--- config.mk ---
export PLATFORM = sky130hd
export DESIGN_NAME = agn_msaw_seq
export DESIGN_NICKNAME = d
export VERILOG_FILES = /design/src/rtl/agn_msaw_seq.sv
export SDC_FILE = /design/constraint.sdc
export NUM_CORES = 1
export LEC_CHECK = 0
export CAP_MARGIN = 15
export CORE_MARGIN = 5
export CORE_UTILIZATION = 55
export CTS_CLUSTER_SIZE = 8
export DETAILED_ROUTE_END_ITERATION = 8
export PLACE_DENSITY = 0.76
export SLEW_MARGIN = 10
export SYNTH_ARGS = -nofsm -noshare
export SYNTH_HDL_FRONTEND = slang
export SYNTH_SLANG_ARGS = --single-unit
--- constraint.sdc ---
create_clock -name clk -period 4.2 [get_ports clk]
set_input_delay 0.84 -clock clk [delete_from_list [all_inputs] [get_ports clk]]
set_output_delay 0.84 -clock clk [all_outputs]
set_load 0.02 [all_outputs]
--- src/rtl/agn_msaw_seq.sv ---
// Step sequencer for the modulated-sawtooth generator: drives ce and M from a step table.
// AGN_SEQ_LOOP_EN: repeat the table until stop instead of a single pass ending in DONE.
module agn_msaw_seq #(
    parameter int NSTEP  = 8,
    parameter int CE_DIV = 10,
    parameter int PER_W  = 8,
    localparam int SW = $clog2(NSTEP),
    localparam int DW = (CE_DIV > 1) ? $clog2(CE_DIV) : 1
) (
    input  logic             clk,
    input  logic             rst_n,
    input  logic             wr_valid,
    output logic             wr_ready,
    input  logic [SW-1:0]    wr_addr,
    input  logic [7:0]       wr_data,
    input  logic             start,
    input  logic             stop,
    input  logic [PER_W-1:0] n_per,
    input  logic [SW-1:0]    n_step,
    input  logic             co_msaw,
    output logic             ce,
    output logic [7:0]       M,
    output logic             busy,
    output logic             done,
    output logic [SW-1:0]    step_idx
);

    typedef enum logic [1:0] {
        S_IDLE,
        S_SYNC,
        S_RUN,
        S_DONE
    } state_t;

    state_t state, state_n;

    logic [7:0]       tbl [NSTEP];
    logic [DW-1:0]    div_q, div_n;
    logic [PER_W-1:0] per_q, per_n;
    logic [PER_W-1:0] np_q, np_n;
    logic [SW-1:0]    ns_q, ns_n;
    logic [SW-1:0]    step_n, step_nx;
    logic [7:0]       m_n;
    logic             ce_n, act, act_n, ev;

    assign wr_ready = (state == S_IDLE);
    assign act      = (state == S_SYNC) || (state == S_RUN);
    assign act_n    = (state_n == S_SYNC) || (state_n == S_RUN);
    assign ev       = ce && co_msaw;
    assign step_nx  = step_idx + SW'(1);

    always_comb begin
        state_n = state;
        m_n     = M;
        step_n  = step_idx;
        per_n   = per_q;
        np_n    = np_q;
        ns_n    = ns_q;
        unique case (state)
            S_IDLE: begin
                if (start) begin
                    state_n = S_SYNC;
                    np_n    = (n_per == '0) ? PER_W'(1) : n_per;
                    ns_n    = n_step;
                    m_n     = '0;
                    step_n  = '0;
                    per_n   = '0;
                end
            end
            S_SYNC: begin
                if (stop) begin
                    state_n = S_IDLE;
                    m_n     = '0;
                    step_n  = '0;
                end else if (ev) begin
                    state_n = S_RUN;
                    m_n     = tbl[0];
                    step_n  = '0;
                    per_n   = '0;
                end
            end
            S_RUN: begin
                if (stop) begin
                    state_n = S_IDLE;
                    m_n     = '0;
                    step_n  = '0;
                end else if (ev) begin
                    if (per_q == np_q - PER_W'(1)) begin
                        per_n = '0;
                        if (step_idx == ns_q) begin
`ifdef AGN_SEQ_LOOP_EN
                            step_n = '0;
                            m_n    = tbl[0];
`else
                            state_n = S_DONE;
                            m_n     = '0;
`endif
                        end else begin
                            step_n = step_nx;
                            m_n    = tbl[step_nx];
                        end
                    end else begin
                        per_n = per_q + PER_W'(1);
                    end
                end
            end
            S_DONE: begin
                state_n = S_IDLE;
                m_n     = '0;
            end
        endcase
    end

    // divider only runs while staying active; any entry into SYNC restarts it
    always_comb begin
        div_n = '0;
        if (act && act_n)
            div_n = (div_q == DW'(CE_DIV - 1)) ? '0 : div_q + DW'(1);
        ce_n = act_n && (div_n == DW'(CE_DIV - 1));
    end

    always_ff @(posedge clk or negedge rst_n) begin
        if (!rst_n) begin
            state    <= S_IDLE;
            div_q    <= '0;
            per_q    <= '0;
            np_q     <= '0;
            ns_q     <= '0;
            ce       <= 1'b0;
            M        <= '0;
            busy     <= 1'b0;
            done     <= 1'b0;
            step_idx <= '0;
        end else begin
            state    <= state_n;
            div_q    <= div_n;
            per_q    <= per_n;
            np_q     <= np_n;
            ns_q     <= ns_n;
            ce       <= ce_n;
            M        <= m_n;
            busy     <= (state_n != S_IDLE);
            done     <= (state_n == S_DONE);
            step_idx <= step_n;
        end
    end

    always_ff @(posedge clk or negedge rst_n) begin
        if (!rst_n) begin
            for (int i = 0; i < NSTEP; i++)
                tbl[i] <= '0;
        end else if (wr_valid && wr_ready) begin
            tbl[wr_addr] <= wr_data;
        end
    end

endmodule

==> flow_summary.yaml, run 1 <==
synthesis:
  yosysTopAreaCell: "dfrtp_1"
  netlist_top_cells_count: "dfrtp_1 (103), mux2_2 (82), nand2_1 (38)"
  synth_top_area_share_pct: 49.7
  yosysUniqueCellTypes: 46
  syn_area_per_cell_sq_um: 12.6
  ys_ff_latch: 103
  yosysSeqAreaShare_pct: 49.7
  synth_cells: 412
  syn_area_sq_mm: 0.00519
  post-synth-top-count-cell: "dfrtp_1"
  synth_flop_cell: "dfrtp_1"
  synth_edf_count: 0
  yosys_warnings: 0
  synthArstFlopShare_pct: 100
  synth_area_leaders: "dfrtp_1 (50%), mux2_2 (18%), mux4_2 (6.9%), nand2_1 (2.7%), ha_1 (2.7%)"
  synth_fp_nets: 451
global_routing:
  grt_pass1_wl_um: 17400
  overflow: 0
  grt_use_met2_pct: 31.9
  grt_util_all_layers_pct: 19.5
  grt_pass1_vias: 3406
  grt_max_degree: 43
  grt.met1_usage_pct: 26.5
  grt_busiest_layer: "met2"
  antenna_found_initial: 0
  met3_usage_pct: 3.91
status:
  status: "finished clean"
die:
  initial_core_util_pct: 56.4
  core_sq_mm: 0.00920
  row_count: 35
  die_y_um: 107
  io_pins: 43
  die-area_sq_mm: 0.0115
  die_w_um: 107
clock_network:
  h-tree-depth: 3
  clk_latency_ns: 0.37
  post_cts_buffers: 0
  cts_max_path_buffers: 2
  cts_buffers: 9
  cts-resized-gates: 0
  cts_tree: "done"
  root_buffer: "clkbuf_8"
  cts.hold.buffers_added: 0
  cts_num_sinks: 103
  cts.reportedPaths.clkPinSlew_ns: 0.10
critical_path:
  worstSetupPathType: "register to register"
  worstPathArrival_ns: 3.71
  cp_max_fo: 11
  ff2ff_setup_slack_ns: 0.80
  end_kind: "register"
  critPathRequiredTime_ns: 4.51
  worstSetupStartpointType: "register"
job:
  max_cap_viol_count: 0
final_layout:
  antenna-diode-count: 0
  drive_gt1_share_pct: 27.9
  syn_to_final_growth_pct: 13.3
  nNetsFinal: 493
  fin_cells: 569
  n_fill_cell: 695
  final_core_util_pct: 63.9
sta:
  final_max_slew_viol_count: 0
  setup_viol: 0
  fin_crit_ns: 3.40
  finalCritPeriodShare_pct: 81.0
  finalHoldViolCount: 0
  slew_headroom_pct: 32.0
  fmax_mhz: 294
  setup_slack_ns: 0.797
  tightest_slew_ns: 1.02
  fin_skew_ns: 0.0120
  rsz0062_at_grt: "no"
  setup_tns_ns: 0
power_and_ir_drop:
  power.density_mw_per_mm2: 539
  leakage_nw: 2.38
  vdd_drop_max_mv: 0.289
placement:
  dpl_worst_slack_ns: 0.843
  gp_congestion: 0.775
  place_inst: 554
  port_buffers: 42
  place_hpwl_um: 7200
detailed_routing:
  wirelength_um: 10500
  via_per_inst: 6.01
  ant_nets: 0
  drc: 0
  vias: 3417
  dr.first_iter.drc_count: 131
  dr.pass1.iters: 4
  wl_per_cell_um: 18.5
hold_path:
  hold_path_class: "input port to asynchronous set/reset pin"
[area by class of cell]
class | instances | area [sq um] | share of cell area [%]
flip-flops and latches | 103 | 2580 | 43.9
clock inverters | 6 | 53.8 | 0.915
repair buffers | 46 | 448 | 7.62
well taps | 111 | 139 | 2.36
clock buffers | 9 | 124 | 2.11
inverters | 8 | 30.0 | 0.511
multi-input cells | 286 | 2500 | 42.6
[critical path, cell delays in order, from the launching register on]
cell,delay (ns)
dfrtp_1,0.43
inv_1,0.08
ha_1,0.31
or2b_1,0.25
o211ai_1,0.09
o211ai_1,0.11
o41ai_1,0.09
nand4_2,0.37
or3_4,0.51
a221o_1,0.36
ha_1,0.27
nand3_1,0.12
nor2_1,0.16
and4_1,0.19
[final timing paths]
| path | from | end | cells past startpoint |
|---|---|---|---|
| max | np_q[0] | ce | 13 |
| min reg2reg | tbl[42] | tbl[42] | 1 |
| max in group asynchronous | rst_n | tbl[59] | 2 |
| min | rst_n | busy | 1 |
| max reg2reg | np_q[0] | ce | 13 |
| min in group clk | tbl[42] | tbl[42] | 1 |
[flip-flops by register name (all words and copies together) (netlist names)]
signal,flops
tbl,64
M,8
np_q,8
per_q,8
div_q,4
ns_q,3
step_idx,3
state,2
busy,1
ce,1
done,1
[cell families after synthesis]
kind of cell | Yosys count | synth area share, %
AO/OA/AOI/OAI | 40 | 5.40
XOR/XNOR | 16 | 2.70
adder cells (fa/ha/maj) | 11 | 2.65
buffers and inverters | 23 | 2.03
flip-flops | 103 | 49.7
multiplexers | 108 | 26.7
AND/OR/NAND/NOR | 111 | 10.9
[per-stage QoR]
stage	hold slack (ns)	power (mW)	area [sq um]
after detailed placement	0.489	2.62	5700
after CTS	0.464	3.19	5880
final	0.448	3.17	5880
after floorplan	0.470	2.34	5190
after global routing	0.486	3.38	5880
after global placement	0.482	2.55	5700
[report_power, final]
group,switching [mW],internal (mW),leakage (nW)
combinational,0.409,0.581,1.00
clock,0.352,0.224,0.0935
sequential,0.239,1.36,1.29
total,1.00,2.17,2.38
[routing by layer]
| metal | routed length [um] | vias up |
|---|---|---|
| met4 | 137 | 0 |
| met1 | 4720 | 1765 |
| met3 | 371 | 10 |
| met2 | 5290 | 67 |
| li1 | - | 1575 |
| met5 | 0 | - |
[cell usage in the layout (no fill, tap or decap), types with 2 or more instances in the layout]
cell | netlist | routed
dfrtp_1 | 103 | 103
mux2_2 | 82 | 82
clkdlybuf4s50_1 | 0 | 41
nand2_1 | 38 | 38
nor2_1 | 24 | 24
mux4_2 | 16 | 16
o21ai_0 | 14 | 14
xnor2_1 | 12 | 12
ha_1 | 11 | 11
nand3_1 | 10 | 10
mux2i_1 | 10 | 10
clkbuf_8 | 0 | 9
inv_1 | 8 | 8
a21oi_1 | 6 | 6
o211ai_1 | 6 | 6
nor3_1 | 5 | 5
nand2b_1 | 5 | 5
or3_1 | 5 | 5
buf_4 | 0 | 5
xor2_1 | 4 | 4
nor2b_1 | 4 | 4
nand4_1 | 4 | 4
o21bai_1 | 2 | 2
a211oi_1 | 2 | 2
nor4_1 | 2 | 2
o31a_2 | 2 | 2
nand3b_1 | 2 | 2
or2_2 | 2 | 2
nor3b_1 | 2 | 2
inv_8 | 0 | 2
clkinv_4 | 0 | 2
Power figures use the tool's default switching activity.
==> inputs of run 2 (changes only) <==
--- a/config.mk
+++ b/config.mk
@@ -7,7 +7,7 @@
 export LEC_CHECK = 0
 export CAP_MARGIN = 15
 export CORE_MARGIN = 5
-export CORE_UTILIZATION = 55
+export CORE_UTILIZATION = 52
 export CTS_CLUSTER_SIZE = 8
 export DETAILED_ROUTE_END_ITERATION = 8
 export PLACE_DENSITY = 0.76
==> constraint.sdc (replaced) <==
create_clock -name clk -period 2.9 [get_ports clk]
set_input_delay 0.58 -clock clk [delete_from_list [all_inputs] [get_ports clk]]
set_output_delay 0.58 -clock clk [all_outputs]
set_load 0.02 [all_outputs]
==> flow_summary.yaml, run 2 (synthesis gave the netlist of run 1 again) <==
status:
  status: "finished, violations left"
  violations: "setup timing"
final_layout:
  mostFrequentLayoutCells: "dfrtp_1 (103), mux2_2 (82), clkdlybuf4s50_1 (41)"
  fin_cells: 614
  nNetsFinal: 515
  n_fill_cell: 786
  syn_to_final_growth_pct: 18.7
  post-route-cell-area_sq_mm: 0.00616
  regMostFlops: "tbl"
  antenna-diode-count: 0
  largest_reg_flops: 64
  final_core_util_pct: 63.0
  drive_gt1_share_pct: 32.6
  final_common_cell: "dfrtp_1"
clock_network:
  cts_tree: "done"
  cts_max_path_buffers: 2
  cts.reportedPaths.clkPinSlew_ns: 0.09
  cts_buffers: 9
  clk_latency_ns: 0.37
  h-tree-depth: 3
  cts_num_sinks: 103
  cts.hold.buffers_added: 0
  root_buffer: "clkbuf_8"
global_routing:
  antenna_found_initial: 0
  grt_max_degree: 67
  grt_pass1_vias: 3567
  grt_util_all_layers_pct: 20.0
  overflow: 0
  grt_pass1_wl_um: 18200
placement:
  dpl_cell_area_sq_mm: 0.00587
  gp_congestion: 0.905
  port_buffers: 42
  place_hpwl_um: 7550
  place_inst: 589
  dpl_worst_slack_ns: -0.0403
sta:
  fin_crit_ns: 2.92
  setup_slack_ns: -0.0193
  rsz0062_at_grt: "yes"
  slew_headroom_pct: 66.1
  final_max_slew_viol_count: 0
  fmax_mhz: 343
  holdWs_ns: 0.170
  setup_viol: 1
  setup_tns_ns: -0.0193
  fin_skew_ns: 0.0113
  finalHoldViolCount: 0
  tightest_slew_ns: 0.508
  finalCritPeriodShare_pct: 101
detailed_routing:
  ant_nets: 0
  vias: 3484
  wl_per_cell_um: 18.5
  dr.first_iter.drc_count: 128
  wirelength_um: 11300
  drc: 0
  via_per_inst: 5.67
  dr.pass1.iters: 5
hold_path:
  hold_path_class: "input port to asynchronous set/reset pin"
critical_path:
  cpPeakStageDelay_ns: 0.42
  r2r_end: "ce"
  rr_worst_depth: 13
  rr_startpoint: "np_q[0]"
  critPathRequiredTime_ns: 3.21
  worstSetupPathType: "register to register"
  worstPathArrival_ns: 3.23
  crit_end: "ce"
  end_kind: "register"
  cpMaxStageDelayCell: "or3_4"
  cp_max_fo: 7
  startpoint: "np_q[0]"
  worstSetupStartpointType: "register"
  crit_chain: "inv_2 -> ha_4 -> or2b_1 -> o211ai_1 -> o211ai_1 -> o41ai_2 -> nand4_2 -> or3_4 -> a221o_1 -> ha_4 -> nand3_4 -> nor2_4 -> and4_1"
  ff2ff_setup_slack_ns: -0.02
power_and_ir_drop:
  clockPowerShare_pct: 18.8
  leakage_nw: 2.50
  p_int_mw: 3.34
  power.total_mw: 4.86
  p_seq_share_pct: 47.4
  switchingPower_mw: 1.51
  power.density_mw_per_mm2: 789
  vdd_drop_max_mv: 0.545
  combPwrFrac_pct: 33.9
  swShare_pct: 31.1
die:
  row_count: 36
  die-area_sq_mm: 0.0121
  initial_core_util_pct: 53.1
  io_pins: 43
  die_y_um: 110
  die_w_um: 110
  core_sq_mm: 0.00977
job:
  max_cap_viol_count: 0
run 2: cell types whose count changed in the layout (fill, tap and decap cells not counted), sizes merged:
cell	delta
bufinv	+1
clkbuf	+2
inv	-1
clkinv	-2
clkinvlp	+1
buf	+22
run 2: timing repair:
item	CTS	global route
setup endpoints to repair	1	1
resized for setup	2	3
buffers inserted	4	5
pin swaps	3	6
run 2: worst min path at each step:
stage                  start  endpoint  slack (ns)  depth (start not counted)
global route           rst_n      M[1]        0.19                          1
CTS                    rst_n  state[1]        0.17                          1
floorplan              rst_n      M[0]        0.28                          0
detailed placement    tbl[9]    tbl[9]        0.49                          1
finish                 rst_n        ce        0.17                          1
global placement    div_q[0]  div_q[0]        0.48                          1
run 2: power groups by stage:
stage	sequential, mW	clock, mW	combinational (mW)
finish	2.30	0.912	1.64
global route	2.37	0.995	1.80
global placement	2.29	0	1.49
CTS	2.30	0.939	1.60
detailed placement	2.33	0	1.55
floorplan	2.26	0	1.19
run 2: area by class of cell:
type | count | area (sq um) | share of cell area, %
Sequential cell | 103 | 2580 | 41.9
Inverter | 8 | 30.0 | 0.488
Timing Repair Buffer | 68 | 626 | 10.2
Clock buffer | 11 | 131 | 2.13
Multi-Input combinational cell | 286 | 2560 | 41.6
Tap cell | 133 | 166 | 2.70
Clock inverter | 5 | 63.8 | 1.04
run 2: metal layers:
layer | global-route usage, % | wire length [um] | vias up
met1 | 26.5 | 5130 | 1766
met5 | 0 | 0 | -
met2 | 32.8 | 5650 | 88
met3 | 5.17 | 445 | 13
li1 | - | - | 1617
met4 | 4.81 | 124 | 0
run 2: critical path, delay by kind of cell, from the launching register on:
| kind | cells | cell delay [ns] |
|---|---|---|
| simple gates | 6 | 1.19 |
| compound gates | 4 | 0.74 |
| fa+ha+maj | 2 | 0.46 |
| flops | 1 | 0.40 |
| buf+inv | 1 | 0.07 |
==> patch 1, RTL diff (flow settings as in run 2) <==
Encoding of `state_t`: now one-hot (4 bits for 4 states).
--- a/src/rtl/agn_msaw_seq.sv
+++ b/src/rtl/agn_msaw_seq.sv
@@ -25,11 +25,11 @@
     output logic [SW-1:0]    step_idx
 );
 
-    typedef enum logic [1:0] {
-        S_IDLE,
-        S_SYNC,
-        S_RUN,
-        S_DONE
+    typedef enum logic [3:0] {
+        S_IDLE = 4'b0001,
+        S_SYNC = 4'b0010,
+        S_RUN  = 4'b0100,
+        S_DONE = 4'b1000
     } state_t;
 
     state_t state, state_n;
Behaviour: no difference found for any inputs over 10 cycles, from zero or initial values and one cycle with rst_n low; not proved beyond that.
==> patch 1 against run 2 <==
Cell area down 3.5%; worst setup slack better by 250 ps; combinational power fell by 18%; routed wire length down 1.4%; sequential cell count rose by 2; count of clock-buffer cells in the layout decreased by 1; synthesized area grew 0.17%; critical path depth fell by 11; total power decreased by 8.7%; global-route usage increased by 0.46 points; critical path type is now register to output pin; critical endpoint is now wr_ready.
==> patch 1: results (changes against run 2) <==
[run_status]
status = finished clean

[grt]
first_global_vias = 3737  ; +4.8%
grt_max_degree = 57  ; -15%
grt_pass1_wl_um = 18700  ; +2.6%
grt_usage_pct = 20.4  ; +0.46 points

[placed_design]
place_ws_ps = 245  ; +286 ps
place_inst = 579  ; -1.7%
finalWeightedCongestion = 0.855  ; -5.6%
dpl.hpwl_um = 7940  ; +5.1%
placedInstanceArea_um2 = 5770  ; -1.7%
io_buffers = 42  ; unchanged

[clock_network]
cts_resized = 0  ; -2
clock_latency_ps = 380
cts_root_buf = clkbuf_8
htree_num_levels = 3  ; unchanged
clk_pin_slew_ps = 90  ; about the same
cts_setup_buffers = 0  ; -4

[logic_synthesis]
avgSynthCellArea_um2 = 12.6  ; +0.41%
synth_common_cells = dfrtp_1 (104), mux2_2 (75), nand2_1 (33)
ys_seq_area_share_pct = 50.6  ; +0.90 points
async_reset_ff_share_pct = 100  ; unchanged
ys_warn_count = 0  ; unchanged
synthTopCellsByArea = dfrtp_1 (50%), mux2_2 (16%), mux4_2 (6.9%)
synth_fp_nets = 444  ; -1.6%

[cells_and_area]
largest-register = tbl
largest_register_ffs = 64  ; unchanged
drive_gt1_share_pct = 28.2  ; -4.4 points
antenna_cells = 0  ; unchanged
fillerInstances = 800  ; +1.8%
nNetsFinal = 490  ; -4.9%

[routing]
first_pass_iters = 4  ; -1
drtIter0Drc = 162  ; +27%
totalWireLength_um = 11200  ; -1.4%
via_per_inst = 5.82  ; +2.5%
vias = 3456  ; -0.80%

[pwr]
leakage_nw = 2.58  ; +3.1%
vdd_drop_max_mv = 0.451  ; -17%

[sta]
tightestPinTransition_ps = 679  ; +171 ps
clock_skew_ps = 13.8  ; +2.42 ps

[worst_hold_path]
min_path_type = primary input to async pin

[setup_path]
cp_max_fo = 9  ; +2
cp.arrival_ps = 2090  ; -1140 ps

[patch 1: worst max-delay path, stage by stage, from the launching register on]
cell             delay, ps
dfstp_2                640
nor4b_4                390
clkdlybuf4s50_1        680
[patch 1: final cells by class]
| type | count | area [µm²] | share of cell area (%) |
|---|---|---|---|
| Inverter | 10 | 37.5 | 0.632 |
| Multi-Input combinational cell | 280 | 2460 | 41.3 |
| Timing Repair Buffer | 51 | 485 | 8.17 |
| Sequential cell | 105 | 2630 | 44.3 |
| Clock inverter | 5 | 38.8 | 0.653 |
| Tap cell | 133 | 166 | 2.80 |
| Clock buffer | 10 | 128 | 2.15 |
[patch 1: where the power goes]
| group | internal [mW] | leakage [nW] | total [mW] | switching [mW] |
|---|---|---|---|---|
| registers | 1.94 | 1.37 | 2.27 | 0.334 |
| clock network | 0.317 | 0.0888 | 0.823 | 0.505 |
| logic | 0.793 | 1.12 | 1.34 | 0.547 |
[patch 1: worst paths after layout]
path                                from        to  slack, ps  depth (start not counted)
worst max-delay path            state[0]  wr_ready        230                          2
worst min-delay path               rst_n        ce        220                          1
worst max register to register   np_q[0]        ce        230                          9
worst min register to register    tbl[5]    tbl[5]        510                          1
max in group asynchronous          rst_n  state[0]       1920                          2
min in group clk                  tbl[5]    tbl[5]        510                          1
[patch 1: logic make-up after synthesis]
family          after synthesis  share of synthesized area (%)
mux                         107                           27.0
buf+inv                      26                           2.14
flops                       105                           50.6
xor+xnor                     16                           2.70
compound gates               43                           5.08
fa+ha+maj                     5                           1.20
simple gates                109                           11.2
[patch 1: layer usage]
metal / global-route usage, % / share of wire (%)
met1: 25.3 / 42
met2: 34.6 / 50
met3: 4.40 / 5.0
met4: 8.37 / 2.3
met5: 0 / 0
==> patch 2, RTL diff (config.mk and constraints of run 2) <==
Without the edit above. Add a define of `AGN_SEQ_LOOP_EN`.
--- a/src/rtl/agn_msaw_seq.sv
+++ b/src/rtl/agn_msaw_seq.sv
@@ -1,5 +1,7 @@
 // Step sequencer for the modulated-sawtooth generator: drives ce and M from a step table.
 // AGN_SEQ_LOOP_EN: repeat the table until stop instead of a single pass ending in DONE.
+`define AGN_SEQ_LOOP_EN
+
 module agn_msaw_seq #(
     parameter int NSTEP  = 8,
     parameter int CE_DIV = 10,
Check against the original RTL: same outputs for any inputs over 10 cycles, from zero or initial values and one cycle with rst_n low; that may be too few to reach the edited logic, so the function may still have changed.
==> patch 2 against run 2 <==
First-iteration DRC count rose by 14%; total power rose by 3.7%; cell area fell by 1.7%; routed wire length fell by 5.8%; synthesized area fell by 0.96%; worst setup slack improved by 390 ps; sequential share of layout area rose by 0.72 points; sequential cell count did not move; critical path depth fell by 10; critical endpoint is now wr_ready; largest power group unchanged.
==> patch 2: results (changes against run 2) <==
[run_status]
status = finished clean

[grt]
first_global_vias = 3651  ; +2.4%
grt_max_degree = 79  ; +18%
grt_usage_pct = 20.0  ; +0.050 points
use_met1_pct = 27.3  ; +0.75 points
grt_use_met3_pct = 4.70  ; -0.47 points
grt_use_met2_pct = 32.4  ; -0.37 points
grt_pass1_wl_um = 18500  ; +1.4%

[placed_design]
finalWeightedCongestion = 0.854  ; -5.6%
placedInstanceArea_um2 = 5820  ; -0.98%
place_inst = 573  ; -2.7%
place_ws_ps = 311  ; +351 ps
dpl.hpwl_um = 7700  ; +2.0%

[cells_and_area]
multi_input_area_share_pct = 40.3  ; -1.3 points
nonClkBufAreaFrac_pct = 9.38  ; -0.78 points
fillerInstances = 769  ; -2.2%
nNetsFinal = 490  ; -4.9%
clock_cell_area_share_pct = 3.91  ; +0.74 points
area_delta_synth_final_pct = 17.8
seq_area_um2 = 2580  ; unchanged
inv_count = 17  ; +9
n_all_buffers = 62  ; -8.8%
multi_input_cells = 258  ; -9.8%
drive_gt1_share_pct = 32.5  ; -0.18 points

[logic_synthesis]
synth_fp_nets = 428  ; -5.1%
synth_cells = 389  ; -5.6%
synthTopCellsByArea = dfrtp_1 (50%), mux2_2 (18%), mux4_2 (7.0%)
synth_common_cells = dfrtp_1 (103), mux2_2 (82), inv_1 (17)
async_reset_ff_share_pct = 100  ; unchanged
ys_seq_area_share_pct = 50.2  ; +0.48 points

[routing]
totalWireLength_um = 10700  ; -5.8%
wl_met2_um = 5340  ; -5.5%
wl_met1_um = 4660  ; -9.2%
vias = 3347  ; -3.9%
first_pass_iters = 4  ; -1
drtIter0Drc = 146  ; +14%
met3_length_um = 535  ; +20%
via_per_inst = 5.68  ; +0.15%

[sta]
tightestPinTransition_ps = 962  ; +454 ps
clock_skew_ps = 14.0  ; +2.61 ps

[setup_path]
critPathLaunch = state[0]
cpPeakStageDelay_ps = 670  ; +250 ps
crit_family = buffers and inverters
cp.arrival_ps = 1950  ; -1280 ps
cp_max_fo = 8  ; +1

[clock_network]
clock_latency_ps = 370  ; about the same
cts_resized = 0  ; -2
cts_setup_buffers = 0  ; -4
clockBufferDepth = 2  ; unchanged

[pwr]
sw_frac_of_total_pct = 30.6  ; -0.57 points
vdd_drop_max_mv = 0.498  ; -8.7%
leakage_nw = 2.51  ; +0.12%
seq-power_mw = 2.37  ; +3%
power.total_mw = 5.04  ; +3.7%

-- patch 2: cell count changes in the layout (fill, tap and decap cells not counted), moves of 6 or more --
cell	delta
mux2i_1	-9
o21ai_0	-9
nand3_1	+6
mux2_4	+8
o211ai_1	-6
nand2_1	-27
nor2b_1	+6
a22oi_1	+8
inv_1	+10
-- patch 2: kinds of logic (layout without fill, tap and decap cells) --
group,count (synthesis),count (layout),synth area share (%)
adders and majority gates,11,11,2.68
DFF,103,103,50.2
AOI/OAI and AO/OA,41,41,5.67
and+or+nand+nor,83,83,8.77
muxes,107,107,27.5
buffers and inverters,28,95,2.31
xor gates and xnor gates,16,16,2.87
-- patch 2: worst paths after layout --
kind                       endpoint  slack [ps]  cells after the start
setup reg to reg               M[0]         390                      8
hold reg to reg             tbl[45]         510                      1
setup / recovery           wr_ready         370                      3
hold / removal              np_q[1]         350                      1
max in group asynchronous    tbl[1]        1740                      2
min in group clk            tbl[45]         510                      1
